`src/rtl/axi_grid_vh_merge.sv`:
```
// Two-input (vertical/horizontal) round-robin merge into one registered output stage.
// 1-cycle latency and 1 beat/cycle throughput. A pop and a load can happen in the same cycle.
package axi_default_param_pkg;
  typedef logic [7:0] grid_id_t;
endpackage

module axi_grid_vh_merge #(
  parameter type grid_id_t = axi_default_param_pkg::grid_id_t,
  parameter type chan_t    = axi_default_param_pkg::grid_id_t,
  parameter bit  V_FIRST   = 1'b1
) (
  input  logic     clk_i,
  input  logic     rst_i,
  input  grid_id_t v_did_i,
  input  grid_id_t v_sid_i,
  input  chan_t    v_chan_i,
  input  logic     v_valid_i,
  output logic     v_ready_o,
  input  grid_id_t h_did_i,
  input  grid_id_t h_sid_i,
  input  chan_t    h_chan_i,
  input  logic     h_valid_i,
  output logic     h_ready_o,
  output grid_id_t did_o,
  output grid_id_t sid_o,
  output chan_t    chan_o,
  output logic     valid_o,
  input  logic     ready_i
);

  typedef enum logic {SRC_V = 1'b0, SRC_H = 1'b1} src_e;

  // Reset last_q to the loser so that the preferred input wins the first contention.
  localparam src_e LAST_RST = V_FIRST ? SRC_H : SRC_V;

  logic     full_q, full_d;
  grid_id_t did_q, did_d;
  grid_id_t sid_q, sid_d;
  chan_t    chan_q, chan_d;
  src_e     last_q, last_d;

  logic grant_v, grant_h, can_load, load;

  always_comb begin
    grant_v  = v_valid_i & (~h_valid_i | (last_q == SRC_H));
    grant_h  = h_valid_i & (~v_valid_i | (last_q == SRC_V));
    can_load = ~full_q | ready_i;
    load     = (grant_v | grant_h) & can_load;

    full_d = full_q;
    did_d  = did_q;
    sid_d  = sid_q;
    chan_d = chan_q;
    last_d = last_q;
    if (load) begin
      full_d = 1'b1;
      if (grant_v) begin
        did_d  = v_did_i;
        sid_d  = v_sid_i;
        chan_d = v_chan_i;
        last_d = SRC_V;
      end else begin
        did_d  = h_did_i;
        sid_d  = h_sid_i;
        chan_d = h_chan_i;
        last_d = SRC_H;
      end
    end else if (ready_i) begin
      full_d = 1'b0;
    end
  end

  always_ff @(posedge clk_i) begin
    if (rst_i) begin
      full_q <= 1'b0;
      did_q  <= '0;
      sid_q  <= '0;
      chan_q <= '0;
      last_q <= LAST_RST;
    end else begin
      full_q <= full_d;
      did_q  <= did_d;
      sid_q  <= sid_d;
      chan_q <= chan_d;
      last_q <= last_d;
    end
  end

  // Readys are masked during reset so that no upstream beat is consumed while it is flushed.
  assign v_ready_o = grant_v & can_load & ~rst_i;
  assign h_ready_o = grant_h & can_load & ~rst_i;

  assign valid_o = full_q;
  assign did_o   = did_q;
  assign sid_o   = sid_q;
  assign chan_o  = chan_q;

endmodule
```
`config.mk`:
```
export PLATFORM = sky130hd
export DESIGN_NAME = axi_grid_vh_merge
export DESIGN_NICKNAME = d
export VERILOG_FILES = /design/src/rtl/axi_grid_vh_merge.sv
export SDC_FILE = /design/constraint.sdc
export NUM_CORES = 1
export LEC_CHECK = 0
export ABC_AREA = 1
export CAP_MARGIN = 30
export CORE_MARGIN = 5
export CORE_UTILIZATION = 39
export DETAILED_ROUTE_END_ITERATION = 12
export PLACE_DENSITY = 0.78
export SLEW_MARGIN = 20
export SYNTH_ARGS = -nofsm -noshare
export SYNTH_HDL_FRONTEND = slang
export SYNTH_SLANG_ARGS = --single-unit
```
`constraint.sdc`:
```
create_clock -name clk_i -period 1.5 [get_ports clk_i]
set_clock_uncertainty 0.1 [all_clocks]
set_input_delay 0.15 -clock clk_i [delete_from_list [all_inputs] [get_ports clk_i]]
set_output_delay 0.15 -clock clk_i [all_outputs]
set_load 0.01 [all_outputs]
```
# After elaboration in Yosys (flattened, before gate mapping)
# Cells that the tools add are included.
[classes]
n_addsub = 0
mul = 0
div_mod_pow = 0
n_lt_le_gt_ge = 0
eq_ne = 0
n_shift = 0
mux = 6
bitwise = 16
reduce_logical = 1
[ops]
columns = ["op", "count"]
rows = [
  ["8-bit 2-to-1 mux", 3],
  ["1-bit AND", 7],
  ["1-bit NOT", 5],
  ["1-bit bitwise OR", 4],
  ["1-bit 2-to-1 mux", 3],
  ["2-bit nonzero test", 1],
]
[word_totals]
ff_bits = 26
latchBits = 0
mem_bits_rw = 0
rom_bits = 0
in_bits = 53
output_inout_bits = 27
elab_cells = 28
memories = 0

# Depth between registers and ports, before layout
# Gate-level depths: netlist of the first run.
[logic_depth]
word_depth = 6
mapped_depth = 8

# Least setup slack after synthesis of the first run
# OpenSTA, ideal clock, no wires.
[synth_path]
kind = "register -> output"
startpoint = "reg last_q"
endpoint = "out v_ready_o"
arrival_ns = 0.916
path_slack_ns = 0.334
path_stages_with_launch = 6
n_path_buf = 1
path_cell_list = "dfxtp_1 > inv_1 > nand2_2 > buf_2 > nand4_1 > inv_1"
[synth_via]
elab_chain_len = 4
[synth_lines]
columns = ["element", "line", "source"]
rows = [
  ["from (decl)", "40", "src_e last_q, last_d;"],
  ["from (signal assigned)", "85", "last_q <= last_d;"],
  ["1-bit bitwise OR", "45", "grant_v = v_valid_i & (~h_valid_i | (last_q == SRC_H));"],
  ["1-bit AND", "45", ""],
  ["1-bit AND (2 in series)", "90", "assign v_ready_o = grant_v & can_load & ~rst_i;"],
  ["to (decl)", "18", "output logic v_ready_o,"],
]
# Every way passes these cells.

# Final worst setup path of the first run
[layout_path]
startpoint = "reg full_q (netlist: valid_o)"
endpoint = "out valid_o"
[layout_lines]
columns = ["element", "line", "source"]
rows = [
  ["from (decl)", "36", "logic full_q, full_d;"],
  ["from (signal assigned)", "81", "full_q <= full_d;"],
  ["to (decl)", "27", "output logic valid_o,"],
]
# No word-level cell between the ends.

==> results by group, run 1 <==
Outcome
  – Outcome: completed

Route
  – DRC viols: 0
  – Vias per cell: 4.55
  – Final WL: 4.24 mm
  – Antenna Nets Post-Route: 0
  – DRC violation total after the first TritonRoute iteration: 92
  – Post-detailed-route wirelength per cell: 11.2 um
  – Number of vias in the routed layout: 1729
  – Detailed-router iteration count before antenna repair: 4

Timing
  – Slew Limit Headroom: 0.827
  – Tightest Pin Transition: 0.259 ns
  – Final max-slew violation count: 0
  – Clock period minus final worst setup slack: 1.44 ns
  – Post-route worst setup slack: 0.0634 ns
  – Upper clock frequency limit: 0.696 GHz
  – Setup repair after global routing missed its margin: false
  – Final Hold Viols: 0
  – Final worst path period share: 0.958
  – Final setup fails: 0

Yosys
  – Prevailing post-synth register cell: dfxtp_1
  – Cell type with the largest total area after synthesis: dfxtp_1
  – Syn Area/Cell: 5.89 um^2
  – Number of cells produced by synthesis: 253
  – Synthesized flop and latch total: 26
  – Sequential cell area fraction in the yosys report: 0.349
  – Cell area after technology mapping: 1490 um^2
  – Total number of yosys warnings: 0
  – Number of enable flip-flop cells after synthesis: 0
  – Count of cell types in the netlist: 14
  – Main area contributors after synthesis: dfxtp_1, nand2_1, nand3_1
  – Dominant cell by count in the synthesized netlist: nand2_1
  – Syn_nets: 306
  – Post-synthesis async set-or-reset flop share: 0
  – Post-synth top cells: nand2_1, nand3_1, nor2_1, inv_1, dfxtp_1
  – Top-area cell type share of the netlist area: 0.349

Die
  – Placeable core area: 3690 um^2
  – Std cell rows: 22
  – Die X: 71.8 um
  – Number of top-level design ports: 80
  – Overall die height: 71.8 um
  – Initial cell density of the core: 0.404
  – Die ar.: 5160 um^2

Clock network
  – Number of sinks handled by clock tree synthesis: 26
  – TritonCTS buffer count: 3
  – Number of levels the H-tree was split into: 1
  – TritonCTS clock tree: done
  – Clock root buffer master: clkbuf_8
  – Post-CTS Repair Setup Buffers: 0
  – Clock edge transition at the registers on the reported setup and hold paths: 0.09 ns
  – Number of buffers on the longest clock path: 2
  – Cts hold-fix bufs: 0
  – Clk Latency, worst-skew pair: 0.26 ns

Critical path
  – Element type at the critical path start: flop
  – Critical path's slowest cell: clkdlybuf4s50_1
  – Combined buffer and inverter count along the critical path: 1
  – Required time reported for the critical path endpoint: 1.25 ns
  – Delay of the slowest cell on the worst path: 0.56 ns
  – Worst path cell trace: clkdlybuf4s50_1
  – Worst path arrival time: 1.19 ns
  – Worst Path Class, Setup: reg2out
  – Gate family responsible for the most delay along the worst path: buffers and inverters
  – Crit path max fanout: 2
  – CP endpoint kind: output pin

GRT
  – Via count of the first global-routing pass: 1656
  – Largest net degree at the start of global routing: 36
  – Antenna violations before repair: 0
  – Wire length of the first global-routing pass: 7.20 mm
  – Global routing usage summed across all routing layers: 0.168
  – Final global-route overflow total: 0

Power
  – Largest voltage drop on the vdd net: 0.416 mV
  – PD cells: 814 nW/um^2
  – Combinational share of power: 0.359
  – Cell leakage power: 1.17 nW
  – Internal Power: 1.39 mW
  – Power dissipated by switching net loads: 0.579 mW
  – Flop pwr share: 0.410
  – Clock group share of total power: 0.231
  – Sw frac: 0.295

Finish
  – Non-filler instance count after layout: 380
  – Inserted Diodes: 0
  – Fraction of layout instances using a drive strength above 1: 0.0693
  – Synth-to-Final Area Change: 61.7%
  – Total Nets Final: 386
  – Post-Route Utilization: 0.654

Place
  – Post-Place Cells: 376
  – Routability-driven placement congestion ratio: 0.782
  – Worst setup slack before clock tree synthesis: -0.344 ns
  – DP HPWL: 3.19 mm
  – Number of port buffers: 79

Flow run
  – Count of max-cap constraint violations: 0

Hold path
  – Class of the worst hold path: in2reg
-- through the flow --
stage	setup TNS [ns]	hold slack [ns]	total power, mW	area (um^2)
floorplan	0	0.119	1.17	1490
global placement	-7.47	0.395	1.52	2360
detailed placement	-8.65	0.403	1.53	2360
CTS	0	0.346	1.99	2420
global route	0	0.375	2.10	2410
finish	0	0.352	1.96	2410
-- final timing paths --
path | from | end | slack [ns] | cells after the start
setup / recovery | valid_o | valid_o | 0.06 | 1
hold / removal | v_valid_i | last_q | 0.35 | 4
setup reg to reg | last_q | chan_o[4] | 0.14 | 8
hold reg to reg | chan_o[2] | chan_o[2] | 0.41 | 4
-- sequential cells by signal, summed over array words and instances, names as in the netlist --
| signal | cells |
|---|---|
| last_q | 1 |
| sid_o | 8 |
| chan_o | 8 |
| did_o | 8 |
| valid_o | 1 |
-- routing by layer --
metal  global-route usage  wire length, um  up-vias
li1                     -                -      924
met1                0.210             1980      743
met5                    0                0        -
met4               0.0376               17        0
met2                0.283             1780       60
met3               0.0505              457        2
-- cells by family (layout without fill, tap and decap cells) --
logic type | Yosys count | in the layout | synth area share
and+or+nand+nor | 179 | 179 | 0.507
buffers and inverters | 47 | 126 | 0.141
DFF | 26 | 26 | 0.349
AOI/OAI and AO/OA | 1 | 1 | 0.00335
-- worst register-to-register path, cell delays in order (launching register included) --
cell,delay [ns]
dfxtp_2,0.35
nand2_4,0.06
buf_6,0.21
nand3_2,0.09
nand2_2,0.10
buf_4,0.20
nand2_1,0.07
nand2_1,0.06
nor2_1,0.04
-- power by group through the flow --
stage          clock (mW)  sequential, mW  combinational, mW
6_report            0.453           0.805              0.706
5_1_grt             0.490           0.815              0.792
4_1_cts             0.468           0.805              0.714
3_5_place_dp            0           0.819              0.714
3_3_place_gp            0           0.816              0.705
2_1_floorplan           0           0.853              0.316
-- repair_timing --
action / in CTS / in global routing
endpoints found under the hold margin: 0 / 0
cloned: 0 / 0
setup endpoints to repair: 26 / 26
pin swaps: 0 / 0
gates resized for setup: 4 / 5
-- cell usage in the layout, fill, tap and decap left out, types with 2 or more instances in the layout --
| cell type | synthesis | layout |
|---|---|---|
| clkdlybuf4s50_1 | 0 | 76 |
| nand2_1 | 75 | 75 |
| nand3_1 | 50 | 50 |
| nor2_1 | 49 | 49 |
| inv_1 | 30 | 30 |
| dfxtp_1 | 26 | 25 |
| buf_4 | 0 | 9 |
| clkbuf_8 | 0 | 4 |
| nand2_2 | 2 | 2 |
| clkbuf_2 | 0 | 2 |
| buf_12 | 0 | 2 |
-- area by class of cell --
cell class / instances / area [um^2]
Inverter: 31 / 116
Sequential cell: 26 / 522
Tap cell: 48 / 60.1
Fill cell: 368 / 1280
Multi-Input combinational cell: 180 / 761
Clock buffer: 4 / 55.1
Timing Repair Buffer: 91 / 898
Power figures use the tool's default switching activity.
==> run 2, diff against run 1 <==
- MAX_ROUTING_LAYER: unset -> met4
- SLEW_MARGIN: 20 -> unset
==> results by group, run 2 (synthesized netlist as in run 1, its figures left out) <==
Critical path
  – Delay of the slowest cell on the worst path: 0.56 ns
  – Worst r2r path cells: 8
  – Gate family responsible for the most delay along the worst path: buffers and inverters
  – Element type at the critical path start: flop
  – Worst path cell trace: clkdlybuf4s50_1
  – Required time reported for the critical path endpoint: 1.25 ns
  – CP endpoint kind: output pin
  – Worst Path Class, Setup: reg2out
  – Crit path max fanout: 2
  – Critical path's slowest cell: clkdlybuf4s50_1
  – Stages on the worst setup path: 1
  – Combined buffer and inverter count along the critical path: 1
  – Worst path arrival time: 1.19 ns

Finish
  – Register Area: 522 um^2
  – Total Nets Final: 386
  – Non-filler instance count after layout: 380
  – Fill cell instance count of the final layout: 368
  – Area used by multi-input combinational logic: 761 um^2
  – Leading cell type in the layout, fill and taps excluded: clkdlybuf4s50_1
  – Fraction of layout instances using a drive strength above 1: 0.0693
  – Inserted Diodes: 0
  – Commonest non-fill, non-tap cells in the layout: clkdlybuf4s50_1, nand2_1, nand3_1
  – Synth-to-Final Area Change: 61.7%
  – Post-layout instance area: 2410 um^2

Timing
  – Slew Limit Headroom: 0.829
  – Tightest Pin Transition: 0.257 ns
  – Setup repair after global routing missed its margin: false
  – Final Hold Viols: 0
  – Final max-slew violation count: 0
  – Upper clock frequency limit: 0.694 GHz
  – Clock period minus final worst setup slack: 1.44 ns
  – Post-route worst setup slack: 0.0597 ns
  – Final setup fails: 0
  – Final worst path period share: 0.960
  – Final setup TNS: 0 ns

GRT
  – Global routing usage summed across all routing layers: 0.173
  – Wire length of the first global-routing pass: 7.20 mm
  – Via count of the first global-routing pass: 1658
  – Final global-route overflow total: 0
  – Antenna violations before repair: 0
  – Largest net degree at the start of global routing: 36

Die
  – Overall die height: 71.8 um
  – Std cell rows: 22
  – Die ar.: 5160 um^2
  – Number of top-level design ports: 80
  – Initial cell density of the core: 0.404
  – Placeable core area: 3690 um^2
  – Die X: 71.8 um

Route
  – Detailed-router iteration count before antenna repair: 4
  – DRC violation total after the first TritonRoute iteration: 94
  – Antenna Nets Post-Route: 0
  – Number of vias in the routed layout: 1739
  – Vias per cell: 4.58
  – DRC viols: 0
  – Final WL: 4.24 mm
  – Post-detailed-route wirelength per cell: 11.2 um

Clock network
  – TritonCTS buffer count: 3
  – Post-CTS Repair Setup Buffers: 0
  – Clock edge transition at the registers on the reported setup and hold paths: 0.09 ns
  – Clk Latency, worst-skew pair: 0.26 ns
  – Number of sinks handled by clock tree synthesis: 26
  – Clock root buffer master: clkbuf_8
  – Number of levels the H-tree was split into: 1
  – TritonCTS clock tree: done
  – Number of buffers on the longest clock path: 2

Hold path
  – Class of the worst hold path: in2reg
  – Worst hold path depth: 4

Place
  – Routability-driven placement congestion ratio: 0.793
  – Number of port buffers: 79
  – Instance area after placement: 2360 um^2
  – Post-Place Cells: 376
  – DP HPWL: 3.19 mm
  – Worst setup slack before clock tree synthesis: -0.344 ns

Power
  – Clock group share of total power: 0.231
  – PD cells: 814 nW/um^2
  – Sw frac: 0.295
  – Largest voltage drop on the vdd net: 0.418 mV
  – Cell leakage power: 1.17 nW
  – Combinational share of power: 0.360
  – Internal Power: 1.39 mW
  – Power dissipated by switching net loads: 0.579 mW
  – Flop pwr share: 0.410

Flow run
  – Count of max-cap constraint violations: 0

Outcome
  – Outcome: completed
## run 2: cell counts in the layout (fill, tap and decap cells not counted)
Identical to the previous run, type by type.
## run 2: cell type report
class / instances / area share
Timing Repair Buffer: 91 / 0.372
Multi-Input combinational cell: 180 / 0.315
Sequential cell: 26 / 0.216
Inverter: 31 / 0.0482
Tap cell: 48 / 0.0249
Clock buffer: 4 / 0.0228
## run 2: per-layer routing
layer  wire (um)  share of wire  track usage  vias to the layer above
met5           0              0            -                        -
met4          18         0.0042       0.0376                        0
met3         401          0.095       0.0379                        2
met2        1790           0.42        0.283                       62
met1        2030           0.48        0.218                      750
li1            -              -            -                      925
## run 2: path summary, 6_finish.rpt
check | slack [ns] | start | end
max reg2reg | 0.13 | last_q | chan_o[4]
min reg2reg | 0.41 | chan_o[2] | chan_o[2]
max | 0.06 | valid_o | valid_o
min | 0.35 | v_valid_i | last_q
## run 2: power by group through the flow
stage          logic [mW]  registers [mW]  clock network (mW)
4_1_cts             0.714           0.805               0.468
3_3_place_gp        0.705           0.816                   0
6_report            0.706           0.805               0.453
2_1_floorplan       0.316           0.853                   0
5_1_grt             0.792           0.815               0.490
3_5_place_dp        0.714           0.819                   0
## run 2: per-stage QoR
stage	total power, mW	util	hold slack [ns]
floorplan	1.17	-	0.119
global placement	1.52	0.641	0.395
detailed placement	1.53	0.641	0.403
CTS	1.99	0.655	0.346
global route	2.10	0.654	0.375
finish	1.96	0.654	0.352
## run 2: repair_timing
item,in CTS,in global routing
setup endpoints to repair,26,26
pin swaps,0,0
hold buffers,0,0
resized for setup,4,5
